<file path="config.mk">
export PLATFORM = sky130hd
export DESIGN_NAME = serial_compare_32
export DESIGN_NICKNAME = d
export VERILOG_FILES = /design/src/rtl/alu_cmp_pkg.sv /design/src/rtl/nibble_cmp.sv /design/src/rtl/serial_compare_32.sv
export SDC_FILE = /design/constraint.sdc
export NUM_CORES = 1
export LEC_CHECK = 0
export CORE_MARGIN = 5
export CORE_UTILIZATION = 55
export CTS_CLUSTER_SIZE = 40
export DETAILED_ROUTE_END_ITERATION = 10
export MAX_ROUTING_LAYER = met4
export PLACE_DENSITY_LB_ADDON = 0.05
export SYNTH_ARGS = -nofsm -noshare
export SYNTH_HDL_FRONTEND = slang
export SYNTH_SLANG_ARGS = --single-unit
</file>
<file path="constraint.sdc">
create_clock -name clk -period 4.85 [get_ports clk]
set_input_delay 0.485 -clock clk [delete_from_list [all_inputs] [get_ports clk]]
set_output_delay 0.485 -clock clk [all_outputs]
set_load 0.02 [all_outputs]
</file>
<file path="src/rtl/alu_cmp_pkg.sv">
// Shared types and constants for the serial nibble comparator.
package alu_cmp_pkg;

    // Default operand size, in 4-bit nibbles, and the resulting operand width.
    localparam int NIBBLES_DEF = 8;
    localparam int OP_W        = 4 * NIBBLES_DEF;

    // Controller states: waiting for operands, stepping nibbles, holding a result.
    typedef enum logic [1:0] {
        S_IDLE = 2'd0,
        S_RUN  = 2'd1,
        S_DONE = 2'd2
    } cmp_state_t;

    // Width of a nibble index for n nibbles (at least one bit).
    function automatic int idx_width(input int n);
        return (n > 1) ? $clog2(n) : 1;
    endfunction

endpackage

</file>
<file path="src/rtl/nibble_cmp.sv">
// Unsigned magnitude compare of one nibble pair; purely combinational.
module nibble_cmp (
    input  logic [3:0] a,
    input  logic [3:0] b,
    output logic       gt,
    output logic       lt
);

    assign gt = (a > b);
    assign lt = (a < b);

endmodule

</file>
<file path="src/rtl/serial_compare_32.sv">
// Serial magnitude comparator: walks the operands one nibble per cycle from
// the most significant end and stops at the first differing nibble.
// Optional build macro CMP_SIGNED_EN enables two's-complement ordering when
// signed_op is captured high; without it signed_op is accepted but ignored.
module serial_compare_32
    import alu_cmp_pkg::*;
#(
    parameter int NIBBLES = NIBBLES_DEF
) (
    input  logic                 clk,
    input  logic                 rst_n,
    input  logic                 in_valid,
    output logic                 in_ready,
    input  logic [4*NIBBLES-1:0] a,
    input  logic [4*NIBBLES-1:0] b,
    input  logic                 signed_op,
    output logic                 out_valid,
    input  logic                 out_ready,
    output logic                 gt,
    output logic                 lt,
    output logic                 eq,
    output logic                 busy
);

    localparam int W     = 4 * NIBBLES;
    localparam int IDX_W = idx_width(NIBBLES);
    localparam logic [IDX_W-1:0] IDX_TOP = IDX_W'(NIBBLES - 1);

    cmp_state_t       r_state;
    logic [W-1:0]     r_a;
    logic [W-1:0]     r_b;
    logic             r_signed;
    logic [IDX_W-1:0] r_idx;
    logic             r_gt;
    logic             r_lt;
    logic             r_eq;
    logic             r_out_valid;
    logic             r_in_ready;
    logic             r_busy;

    logic             w_flip;
    logic [3:0]       w_a_nib;
    logic [3:0]       w_b_nib;
    logic             w_gt;
    logic             w_lt;

`ifdef CMP_SIGNED_EN
    // Flipping the sign bit of both operands on the top nibble turns
    // two's-complement order into plain unsigned order.
    assign w_flip = r_signed && (r_idx == IDX_TOP);
`else
    logic w_unused_signed;
    assign w_flip          = 1'b0;
    assign w_unused_signed = r_signed;
`endif

    assign w_a_nib = r_a[{r_idx, 2'b00} +: 4] ^ {w_flip, 3'b000};
    assign w_b_nib = r_b[{r_idx, 2'b00} +: 4] ^ {w_flip, 3'b000};

    nibble_cmp u_nibble_cmp (
        .a  (w_a_nib),
        .b  (w_b_nib),
        .gt (w_gt),
        .lt (w_lt)
    );

    // Controller: capture, serial compare with early exit, result hold.
    // NOTE: every register here, operands included, takes a defined reset
    // value and is updated with <= so all of them see the same pre-edge state.
    always_ff @(posedge clk or negedge rst_n) begin
        if (!rst_n) begin
            r_state     <= S_IDLE;
            r_a         <= '0;
            r_b         <= '0;
            r_signed    <= 1'b0;
            r_idx       <= '0;
            r_gt        <= 1'b0;
            r_lt        <= 1'b0;
            r_eq        <= 1'b0;
            r_out_valid <= 1'b0;
            r_in_ready  <= 1'b1;
            r_busy      <= 1'b0;
        end else begin
            case (r_state)
                S_IDLE: begin
                    if (in_valid) begin
                        r_a        <= a;
                        r_b        <= b;
                        r_signed   <= signed_op;
                        r_idx      <= IDX_TOP;
                        r_in_ready <= 1'b0;
                        r_busy     <= 1'b1;
                        r_state    <= S_RUN;
                    end
                end
                S_RUN: begin
                    if (w_gt || w_lt) begin
                        r_gt        <= w_gt;
                        r_lt        <= w_lt;
                        r_out_valid <= 1'b1;
                        r_busy      <= 1'b0;
                        r_state     <= S_DONE;
                    end else if (r_idx == '0) begin
                        r_eq        <= 1'b1;
                        r_out_valid <= 1'b1;
                        r_busy      <= 1'b0;
                        r_state     <= S_DONE;
                    end else begin
                        r_idx <= r_idx - 1'b1;
                    end
                end
                S_DONE: begin
                    if (out_ready) begin
                        r_gt        <= 1'b0;
                        r_lt        <= 1'b0;
                        r_eq        <= 1'b0;
                        r_out_valid <= 1'b0;
                        r_in_ready  <= 1'b1;
                        r_state     <= S_IDLE;
                    end
                end
                default: begin
                    r_gt        <= 1'b0;
                    r_lt        <= 1'b0;
                    r_eq        <= 1'b0;
                    r_out_valid <= 1'b0;
                    r_in_ready  <= 1'b1;
                    r_busy      <= 1'b0;
                    r_state     <= S_IDLE;
                end
            endcase
        end
    end

    assign in_ready  = r_in_ready;
    assign busy      = r_busy;
    assign out_valid = r_out_valid;
    assign gt        = r_gt;
    assign lt        = r_lt;
    assign eq        = r_eq;

endmodule

</file>
==> out/results.tsv, run 1 <==
stage	metric	value	unit
logic_synthesis	synth-simple-area-share	3.74	%
timing	final.period_utilization	66.4	%
pwr	power_density	583	nW/µm²
logic_synthesis	synth_common_cells	dfrtp_1 (74), mux2_2 (68), mux4_2 (9), nor2_1 (9), buf_6 (8)	
critical_path	crit_type	register to register	
grt	grt_pass1_wl	11300	µm
clocking	clkTransAtPathRegs	0.08	ns
pwr	peakVddDrop	333	µV
place	place_congestion	0.772	
critical_path	start_kind	register	
route	num_vias	2138	
floorplan	design.die.area	8160	µm²
logic_synthesis	ys_ff_latch	75	
cells_and_area	nets	379	
floorplan	row_count	29	
cells_and_area	syn_to_final_growth	26.4	%
pwr	leakagePower	0.00191	µW
logic_synthesis	synth_ff_type	dfrtp_1	
clocking	cts_setup_buffers	0	
grt	antenna_found_initial	0	
route	drtPass1Iterations	4	
timing	slew_headroom	39.1	%
timing	worst_pin_slew	0.913	ns
critical_path	cp-startpoint	r_idx[0]	
timing	finalHoldViolCount	0	
clocking	root_buffer	clkbuf_8	
floorplan	start_util	56.2	%
logic_synthesis	synth_top_family_by_area	multiplexers	
outcome	status	finished, final reports clean	
logic_synthesis	synth_top_area_share	52.2	%
cells_and_area	fillers	460	
route	drt-vias-per-instance	5.55	
floorplan	fp.dieW	90.3	µm
logic_synthesis	async_flop_share	100	%
logic_synthesis	ys_seq_area_share	52.9	%
logic_synthesis	netlist_area	3550	µm²
place	placed_cells	370	
route	drc	0	
logic_synthesis	synth-compound-area-share	3.88	%
cells_and_area	drive_above_1_share	31.8	%
grt	grt.overflow.total	0	
critical_path	crit_chain	buf_4 -> mux4_1 -> mux2_2 -> ha_1 -> nand4_1 -> a31oi_2 -> nand2_1 -> o22a_1	
logic_synthesis	yosysMostFrequentCell	dfrtp_1	
logic_synthesis	synth_mux_area_share	33.6	%
timing	tns	0	ns
logic_synthesis	syn_inst	232	
critical_path	cp.arrival	3.44	ns
grt	grt_max_degree	76	
logic_synthesis	syn_avg_cell_area	15.3	µm²
cells_and_area	diodes	0	
clocking	clock_sinks	75	
critical_path	cp_slowest_cell	dfrtp_1	
clocking	post_cts_resized	0	
logic_synthesis	synth_cell_type_count	31	
route	dr.first_iter.drc_count	85	
route	detail-route-antenna-nets	0	
logic_synthesis	synth.area.top_cells	dfrtp_1 (52%), mux2_2 (22%), mux4_2 (5.7%)	
floorplan	coreArea	6310	µm²
route	routed_wl	6690	µm
job	drv_cap	0	
logic_synthesis	synthAdderAreaFrac	2.12	%
place	hpwlAfterDp	4810	µm
hold_path	min_path_type	input port to asynchronous set/reset pin	
logic_synthesis	synth_xor_area_share	0	%
clocking	clk_path_buf_depth	2	
route	post_drt_wl_per_cell	17.4	µm
critical_path	cp-end-kind	register	
timing	skew	0.00665	ns
place	dpl_cell_area	4270	µm²
logic_synthesis	yosysWarnings	0	
clocking	clk_latency	0.33	ns
logic_synthesis	synth_fp_nets	307	
grt	grtUsageTotal	17.9	%
critical_path	max_stage_delay	0.77	ns
critical_path	timing.rr.start	r_idx[0]	
timing	rsz0062_at_grt	false	
timing	setup_violations	0	
clocking	hold_buffers	0	
logic_synthesis	synth_edf_count	0	
cells_and_area	design_area	4490	µm²
clocking	htreeDepth	3	
floorplan	pin_count	75	
logic_synthesis	yosys.area.top_type	dfrtp_1	
place	port_buffers	73	
timing	fmax	311	MHz
critical_path	required	5.07	ns
critical_path	crit_fanout	12	
clocking	cts_tree	built	
timing	fin_crit	3.22	ns
cells_and_area	layoutNonFillerInstCount	385	
floorplan	die_y	90.3	µm
timing	final-max-slew-violation-count	0	
clocking	cts-buffers-inserted	9	
grt	grt_pass1_vias	2360	
==> power by group <==
group          switching, µW  leakage [µW]  internal (µW)
logic                    369      0.000925            613
clock network            216      0.000110            302
registers                183      0.000876            934
==> flip-flops by register name, summed over array words and instances (netlist names) <==
register and flops:
in_ready 1, gt 1, r_state 2, lt 1, busy 1, r_idx 3, r_b 32, eq 1
out_valid 1, r_a 32
==> worst max-delay path, delay by kind of cell, from the launching register on <==
family	cells	cell delay [ns]
mux	2	0.87
flops	1	0.77
compound gates	2	0.61
buf+inv	1	0.31
simple gates	2	0.28
fa+ha+maj	1	0.27
==> stage by stage <==
stage | hold WS (ns) | power, µW | setup WS, ns | utilization, %
2_1_floorplan | 0.189 | 1880 | 2.42 | -
3_3_place_gp | 0.465 | 2080 | 1.55 | 67.7
3_5_place_dp | 0.475 | 2130 | 1.60 | 67.7
4_1_cts | 0.314 | 2650 | 1.58 | 71.1
5_1_grt | 0.360 | 2820 | 1.38 | 71.1
6_report | 0.270 | 2620 | 1.63 | 71.1
==> routing by layer <==
layer	up-vias	GRT usage, %	share of wire [%]
li1	1001	-	-
met1	1073	21.9	43
met3	10	4.00	4.5
met5	-	-	0
met4	0	5.58	1.6
met2	54	29.8	51
==> layout make-up <==
| class | instances | area, µm² | area share [%] |
|---|---|---|---|
| Multi-Input combinational cell | 139 | 1540 | 34.3 |
| Timing Repair Buffer | 75 | 743 | 16.6 |
| Tap cell | 77 | 96.3 | 2.15 |
| Clock inverter | 4 | 73.8 | 1.65 |
| Sequential cell | 75 | 1880 | 41.9 |
| Clock buffer | 11 | 141 | 3.15 |
| Inverter | 4 | 15.0 | 0.335 |
==> final timing paths <==
path | cells past startpoint | slack [ns] | to
max in group asynchronous | 1 | 3.98 | busy
setup / recovery | 8 | 1.63 | r_idx[0]
hold / removal | 1 | 0.27 | r_a[19]
min in group clk | 2 | 0.49 | out_valid
setup reg to reg | 8 | 1.63 | r_idx[0]
hold reg to reg | 2 | 0.49 | out_valid
==> kinds of logic (layout without fill, tap and decap cells) <==
group / count (synthesis) / in the layout
AOI/OAI and AO/OA: 19 / 19
adders and majority gates: 6 / 6
buffers and inverters: 18 / 94
DFF: 75 / 75
muxes: 88 / 88
and+or+nand+nor: 26 / 26
==> cell usage in the layout (no fill, tap or decap) <==
cell	instances
o21ai_0	5
mux4_1	7
nand4_1	1
nor3_1	1
dfrtp_1	74
inv_1	4
and4_1	1
clkinv_2	1
a32oi_1	1
dfstp_2	1
a211oi_2	1
nand4b_1	1
a21o_1	1
ha_1	6
buf_4	3
inv_6	1
a21oi_1	4
a31oi_2	1
and2b_2	1
mux2i_1	4
o21a_1	1
clkbuf_1	1
nor2_1	9
mux2_2	68
a32o_1	1
bufinv_16	2
a22o_1	1
nand2_1	5
mux4_2	9
o22a_1	2
clkdlybuf4s50_1	72
clkbuf_8	10
nor2b_1	3
nand2b_1	4
a211oi_1	1
No activity file was read; power rests on OpenSTA's default activity.
==> run 2: changes to the inputs <==
--- a/config.mk
+++ b/config.mk
@@ -6,7 +6,7 @@
 export NUM_CORES = 1
 export LEC_CHECK = 0
 export CORE_MARGIN = 5
-export CORE_UTILIZATION = 55
+export CORE_UTILIZATION = 51
 export CTS_CLUSTER_SIZE = 40
 export DETAILED_ROUTE_END_ITERATION = 10
 export MAX_ROUTING_LAYER = met4
==> constraint.sdc (replaced) <==
create_clock -name clk -period 3 [get_ports clk]
set_input_delay 0.3 -clock clk [delete_from_list [all_inputs] [get_ports clk]]
set_output_delay 0.3 -clock clk [all_outputs]
set_load 0.02 [all_outputs]
==> run 2 against run 1 <==
Effect of this change: sequential power is 59% higher; core utilization fell by 3.6 points; hold slack lost 0.18 ns; highest routed layer unchanged.
==> out/results.tsv, run 2 (synthesis results as in run 1) <==
stage	metric	value	unit	change
outcome	status	finished, final reports clean		unchanged
clocking	clkTransAtPathRegs	0.08	ns	about the same
floorplan	fp.dieW	93.4	µm	was 90.3 µm
timing	tns	0	ns	unchanged
timing	setup_violations	0		unchanged
place	hpwlAfterDp	4700	µm	was 4810 µm
clocking	htreeDepth	3		unchanged
clocking	cts_setup_buffers	0		unchanged
cells_and_area	multi_input_area	1540	µm²	unchanged
cells_and_area	syn_to_final_growth	29.2	%	was 26.4%
critical_path	cp-startpoint	r_idx[0]		unchanged
grt	antenna_found_initial	0		unchanged
place	port_buffers	73		unchanged
clocking	clk_latency	0.34	ns	was 0.33 ns
critical_path	max_stage_delay	0.57	ns	was 0.77 ns
clocking	cts_tree	built		unchanged
cells_and_area	top_regs	r_a (32), r_b (32), r_idx (3)		unchanged
grt	grtUsageTotal	17.0	%	was 17.9%
critical_path	cp.arrival	3.01	ns	was 3.44 ns
cells_and_area	fillers	514		was 460
place	placed_cells	394		was 370
critical_path	start_kind	register		unchanged
cells_and_area	drive_above_1_share	33.1	%	was 31.8%
clocking	hold_buffers	0		unchanged
critical_path	rr_endpoint	r_idx[0]		unchanged
critical_path	crit_fanout	8		was 12
pwr	peakVddDrop	439	µV	was 333 µV
cells_and_area	layoutNonFillerInstCount	410		was 385
timing	final.period_utilization	92.6	%	was 66.4%
timing	finalHoldViolCount	0		unchanged
route	drtPass1Iterations	4		unchanged
critical_path	timing.rr.start	r_idx[0]		unchanged
critical_path	crit_chain	buf_4 -> mux4_1 -> mux2_2 -> ha_1 -> nand4_1 -> a31oi_2 -> nand2_1 -> o22a_1		unchanged
route	routed_wl	6730	µm	was 6690 µm
grt	grt.overflow.total	0		unchanged
critical_path	crit_type	register to register		unchanged
floorplan	design.die.area	8730	µm²	was 8160 µm²
critical_path	cp-end-kind	register		unchanged
cells_and_area	diodes	0		unchanged
timing	rsz0062_at_grt	false		unchanged
timing	final-max-slew-violation-count	0		unchanged
route	num_vias	2144		was 2138
hold_path	min_path_type	input port to asynchronous set/reset pin		unchanged
grt	grt_max_degree	76		unchanged
floorplan	start_util	52.2	%	was 56.2%
route	drt-vias-per-instance	5.23		was 5.55
job	drv_cap	0		unchanged
route	drc	0		unchanged
clocking	root_buffer	clkbuf_8		unchanged
route	detail-route-antenna-nets	0		unchanged
floorplan	pin_count	75		unchanged
pwr	leakagePower	0.00194	µW	was 0.00191 µW
pwr	power_density	938	nW/µm²	was 583 nW/µm²
cells_and_area	nets	384		was 379
timing	worst_pin_slew	0.932	ns	was 0.913 ns
route	post_drt_wl_per_cell	16.4	µm	was 17.4 µm
place	place_congestion	0.748		was 0.772
clocking	clk_path_buf_depth	2		unchanged
critical_path	required	3.23	ns	was 5.07 ns
grt	grt_pass1_wl	11100	µm	was 11300 µm
critical_path	cp_slowest_cell	mux4_1		was dfrtp_1
timing	fin_crit	2.78	ns	was 3.22 ns
floorplan	coreArea	6790	µm²	was 6310 µm²
floorplan	row_count	30		was 29
timing	slew_headroom	37.9	%	was 39.1%
route	dr.first_iter.drc_count	52		was 85
grt	grt_pass1_vias	2305		was 2360
critical_path	r2r_slack	0.22	ns	was 1.63 ns
clocking	cts-buffers-inserted	9		unchanged
critical_path	r2r_cells	8		unchanged
cells_and_area	design_area	4590	µm²	was 4490 µm²
timing	fmax	360	MHz	was 311 MHz
timing	skew	0.0102	ns	was 0.00665 ns
clocking	clock_sinks	75		unchanged
floorplan	die_y	93.4	µm	was 90.3 µm
cells_and_area	final_common_cell	dfrtp_1		unchanged
place	dpl_cell_area	4360	µm²	was 4270 µm²
clocking	post_cts_resized	0		unchanged
cells_and_area	seq_area	1880	µm²	unchanged
cells_and_area	layout_common_cells	dfrtp_1 (74), clkdlybuf4s50_1 (72), mux2_2 (68)		unchanged
-- run 2: changes by cell type in the layout (fill, tap and decap cells not counted), sizes merged --
| cell | previous run | this run |
|---|---|---|
| buf | 3 | 8 |
| clkbuf | 11 | 12 |
| clkinvlp | 0 | 1 |
| inv | 5 | 4 |
-- run 2: worst max-delay path by stage --
stage	cells after the start	endpoint	slack (ns)
2_1_floorplan	8	r_idx[0]	0.57
3_3_place_gp	8	r_idx[0]	0.26
3_5_place_dp	8	r_idx[0]	0.25
4_1_cts	8	r_idx[0]	0.21
5_1_grt	8	r_idx[0]	0.07
6_report	8	r_idx[0]	0.22
-- run 2: where the power goes --
part / switching (µW) / internal [µW]
Combinational: 622 / 1020
Clock: 369 / 513
Sequential: 267 / 1510
Total: 1260 / 3040
-- run 2: per-stage QoR --
stage / setup slack, ns / util (%) / power [µW] / hold slack (ns)
after floorplan: 0.572 / - / 3030 / 0.00441
after global placement: 0.260 / 64.1 / 3400 / 0.466
after detailed placement: 0.254 / 64.1 / 3460 / 0.462
after CTS: 0.214 / 67.5 / 4350 / 0.128
after global routing: 0.0659 / 67.5 / 4590 / 0.174
final: 0.222 / 67.5 / 4300 / 0.0919
-- run 2: layout make-up --
type                    count  area share, %
multi-input cells         139           33.6
repair buffers             80           17.6
clock inverters             4           1.58
flip-flops and latches     75           41.0
inverters                   4          0.327
clock buffers              12           3.38
well taps                  96           2.62
-- run 2: critical path, delay by kind of cell (launching register included) --
kind | cells | cell delay, ns
AO/OA/AOI/OAI | 2 | 0.62
buffers and inverters | 1 | 0.22
multiplexers | 2 | 0.85
flip-flops | 1 | 0.41
AND/OR/NAND/NOR | 2 | 0.30
adder cells (fa/ha/maj) | 1 | 0.27
-- run 2: layer usage --
metal	track usage, %	vias up	routed length [µm]
met4	6.59	0	42
li1	-	1014	-
met5	-	-	0
met3	3.38	5	258
met2	26.0	50	3270
met1	22.5	1075	3170
==> run 3: changes to the inputs <==
--- a/config.mk
+++ b/config.mk
@@ -6,7 +6,7 @@
 export NUM_CORES = 1
 export LEC_CHECK = 0
 export CORE_MARGIN = 5
-export CORE_UTILIZATION = 51
+export CORE_UTILIZATION = 55
 export CTS_CLUSTER_SIZE = 40
 export DETAILED_ROUTE_END_ITERATION = 10
 export MAX_ROUTING_LAYER = met4
==> constraint.sdc (replaced) <==
create_clock -name clk -period 3.3 [get_ports clk]
set_input_delay 0.495 -clock clk [delete_from_list [all_inputs] [get_ports clk]]
set_output_delay 0.495 -clock clk [all_outputs]
set_load 0.02 [all_outputs]
==> run 3 against run 2 <==
Effect of this change: flip-flop and latch count stayed put; design area is 1.4% lower; core utilization is 4.1 points higher; via count is 0.89% higher; non-clock buffer count is 2 lower; register-to-register slack better by 0.16 ns.
==> out/results.tsv, run 3 (synthesis results as in run 1) <==
stage	metric	value	unit	change
timing	rsz0062_at_grt	false		unchanged
timing	fin_crit	2.92	ns	was 2.78 ns
timing	final-max-slew-violation-count	0		unchanged
route	drtPass1Iterations	4		unchanged
timing	skew	0.00813	ns	was 0.0102 ns
floorplan	fp.dieW	90.3	µm	was 93.4 µm
critical_path	r2r_slack	0.38	ns	was 0.22 ns
critical_path	crit_chain	buf_12 -> mux4_1 -> mux2_2 -> ha_1 -> nand4_1 -> a31oi_2 -> nand2_1 -> o22a_1		was buf_4 -> mux4_1 -> mux2_2 -> ha_1 -> nand4_1 -> a31oi_2 -> nand2_1 -> o22a_1
critical_path	cp-end-kind	register		unchanged
cells_and_area	top_regs	r_a (32), r_b (32), r_idx (3)		unchanged
clocking	htreeDepth	3		unchanged
place	place_congestion	0.818		was 0.748
place	placed_cells	373		was 394
cells_and_area	layoutNonFillerInstCount	389		was 410
place	port_buffers	73		unchanged
cells_and_area	diodes	0		unchanged
grt	grt_max_degree	76		unchanged
timing	final.period_utilization	88.4	%	was 92.6%
pwr	peakVddDrop	449	µV	was 439 µV
route	drc	0		unchanged
floorplan	coreArea	6310	µm²	was 6790 µm²
timing	fmax	343	MHz	was 360 MHz
route	dr.first_iter.drc_count	55		was 52
timing	slew_headroom	38.8	%	was 37.9%
critical_path	max_stage_delay	0.60	ns	was 0.57 ns
floorplan	pin_count	75		unchanged
clocking	post_cts_resized	0		unchanged
floorplan	row_count	29		was 30
cells_and_area	nets	382		was 384
cells_and_area	final_common_cell	dfrtp_1		unchanged
critical_path	cp.arrival	3.15	ns	was 3.01 ns
clocking	hold_buffers	0		unchanged
grt	grt.overflow.total	0		unchanged
cells_and_area	fillers	471		was 514
cells_and_area	drive_above_1_share	32.7	%	was 33.1%
critical_path	crit_type	register to register		unchanged
critical_path	required	3.53	ns	was 3.23 ns
place	hpwlAfterDp	4880	µm	was 4700 µm
timing	finalHoldViolCount	0		unchanged
clocking	clock_sinks	75		unchanged
clocking	clkTransAtPathRegs	0.08	ns	about the same
route	num_vias	2163		was 2144
clocking	clk_path_buf_depth	2		unchanged
pwr	power_density	844	nW/µm²	was 938 nW/µm²
clocking	cts-buffers-inserted	9		unchanged
clocking	cts_tree	built		unchanged
floorplan	start_util	56.2	%	was 52.2%
critical_path	crit_fanout	17		was 8
grt	grtUsageTotal	18.0	%	was 17.0%
grt	antenna_found_initial	0		unchanged
pwr	leakagePower	0.00192	µW	was 0.00194 µW
outcome	status	finished, final reports clean		unchanged
route	post_drt_wl_per_cell	17.3	µm	was 16.4 µm
job	drv_cap	0		unchanged
route	drt-vias-per-instance	5.56		was 5.23
clocking	cts_setup_buffers	0		unchanged
critical_path	cp_slowest_cell	mux4_1		unchanged
cells_and_area	layout_common_cells	dfrtp_1 (74), clkdlybuf4s50_1 (72), mux2_2 (68)		unchanged
timing	setup_violations	0		unchanged
critical_path	start_kind	register		unchanged
hold_path	min_path_type	input port to asynchronous set/reset pin		unchanged
timing	tns	0	ns	unchanged
floorplan	die_y	90.3	µm	was 93.4 µm
route	detail-route-antenna-nets	0		unchanged
clocking	root_buffer	clkbuf_8		unchanged
grt	grt_pass1_wl	11400	µm	was 11100 µm
floorplan	design.die.area	8160	µm²	was 8730 µm²
grt	grt_pass1_vias	2323		was 2305
clocking	clk_latency	0.34	ns	about the same
timing	worst_pin_slew	0.918	ns	was 0.932 ns
cells_and_area	syn_to_final_growth	27.5	%	was 29.2%
route	routed_wl	6720	µm	was 6730 µm
## run 3: path summary, 6_finish.rpt
check                      startpoint         to  cells past startpoint
max in group asynchronous       rst_n    r_b[26]                      1
setup / recovery             r_idx[0]   r_idx[0]                      8
hold / removal                  rst_n    r_a[27]                      1
min in group clk            out_valid  out_valid                      2
setup reg to reg             r_idx[0]   r_idx[0]                      8
hold reg to reg             out_valid  out_valid                      2
## run 3: final cells by class
type                    instances  area, µm²  area share (%)
flip-flops and latches         75       1880            41.5
multi-input cells             139       1540            34.0
repair buffers                 78        803            17.8
clock buffers                  10        128            2.82
well taps                      77       96.3            2.13
clock inverters                 6       63.8            1.41
inverters                       4       15.0           0.332
## run 3: per-stage QoR
step	instance area, µm²	setup slack [ns]	utilization, %	hold WS [ns]	total power (µW)
final	4520	0.384	71.6	0.274	3820
after global routing	4520	0.192	71.6	0.369	4090
after CTS	4520	0.383	71.6	0.315	3860
after detailed placement	4330	0.402	68.6	0.484	3170
after global placement	4330	0.449	68.6	0.471	3100
after floorplan	3550	0.872	-	0.199	2760
## run 3: power breakdown
group / leakage (µW) / switching (µW) / internal (µW)
clock: 0.0000927 / 341 / 350
combinational: 0.000952 / 574 / 935
sequential: 0.000876 / 245 / 1370
## run 3: worst max-delay path: cells and delay by family, from the launching register on
family	cells	cell delay (ns)
AOI/OAI and AO/OA	2	0.62
adders and majority gates	1	0.30
buffers and inverters	1	0.22
DFF	1	0.46
muxes	2	0.89
and+or+nand+nor	2	0.30
## run 3: routing by layer
metal,global-route usage (%),part of all wire [%],vias to the layer above
li1,-,-,1019
met1,24.1,45,1081
met2,27.1,49,50
met3,3.17,4.3,13
met4,7.57,1.8,0
met5,-,0,-
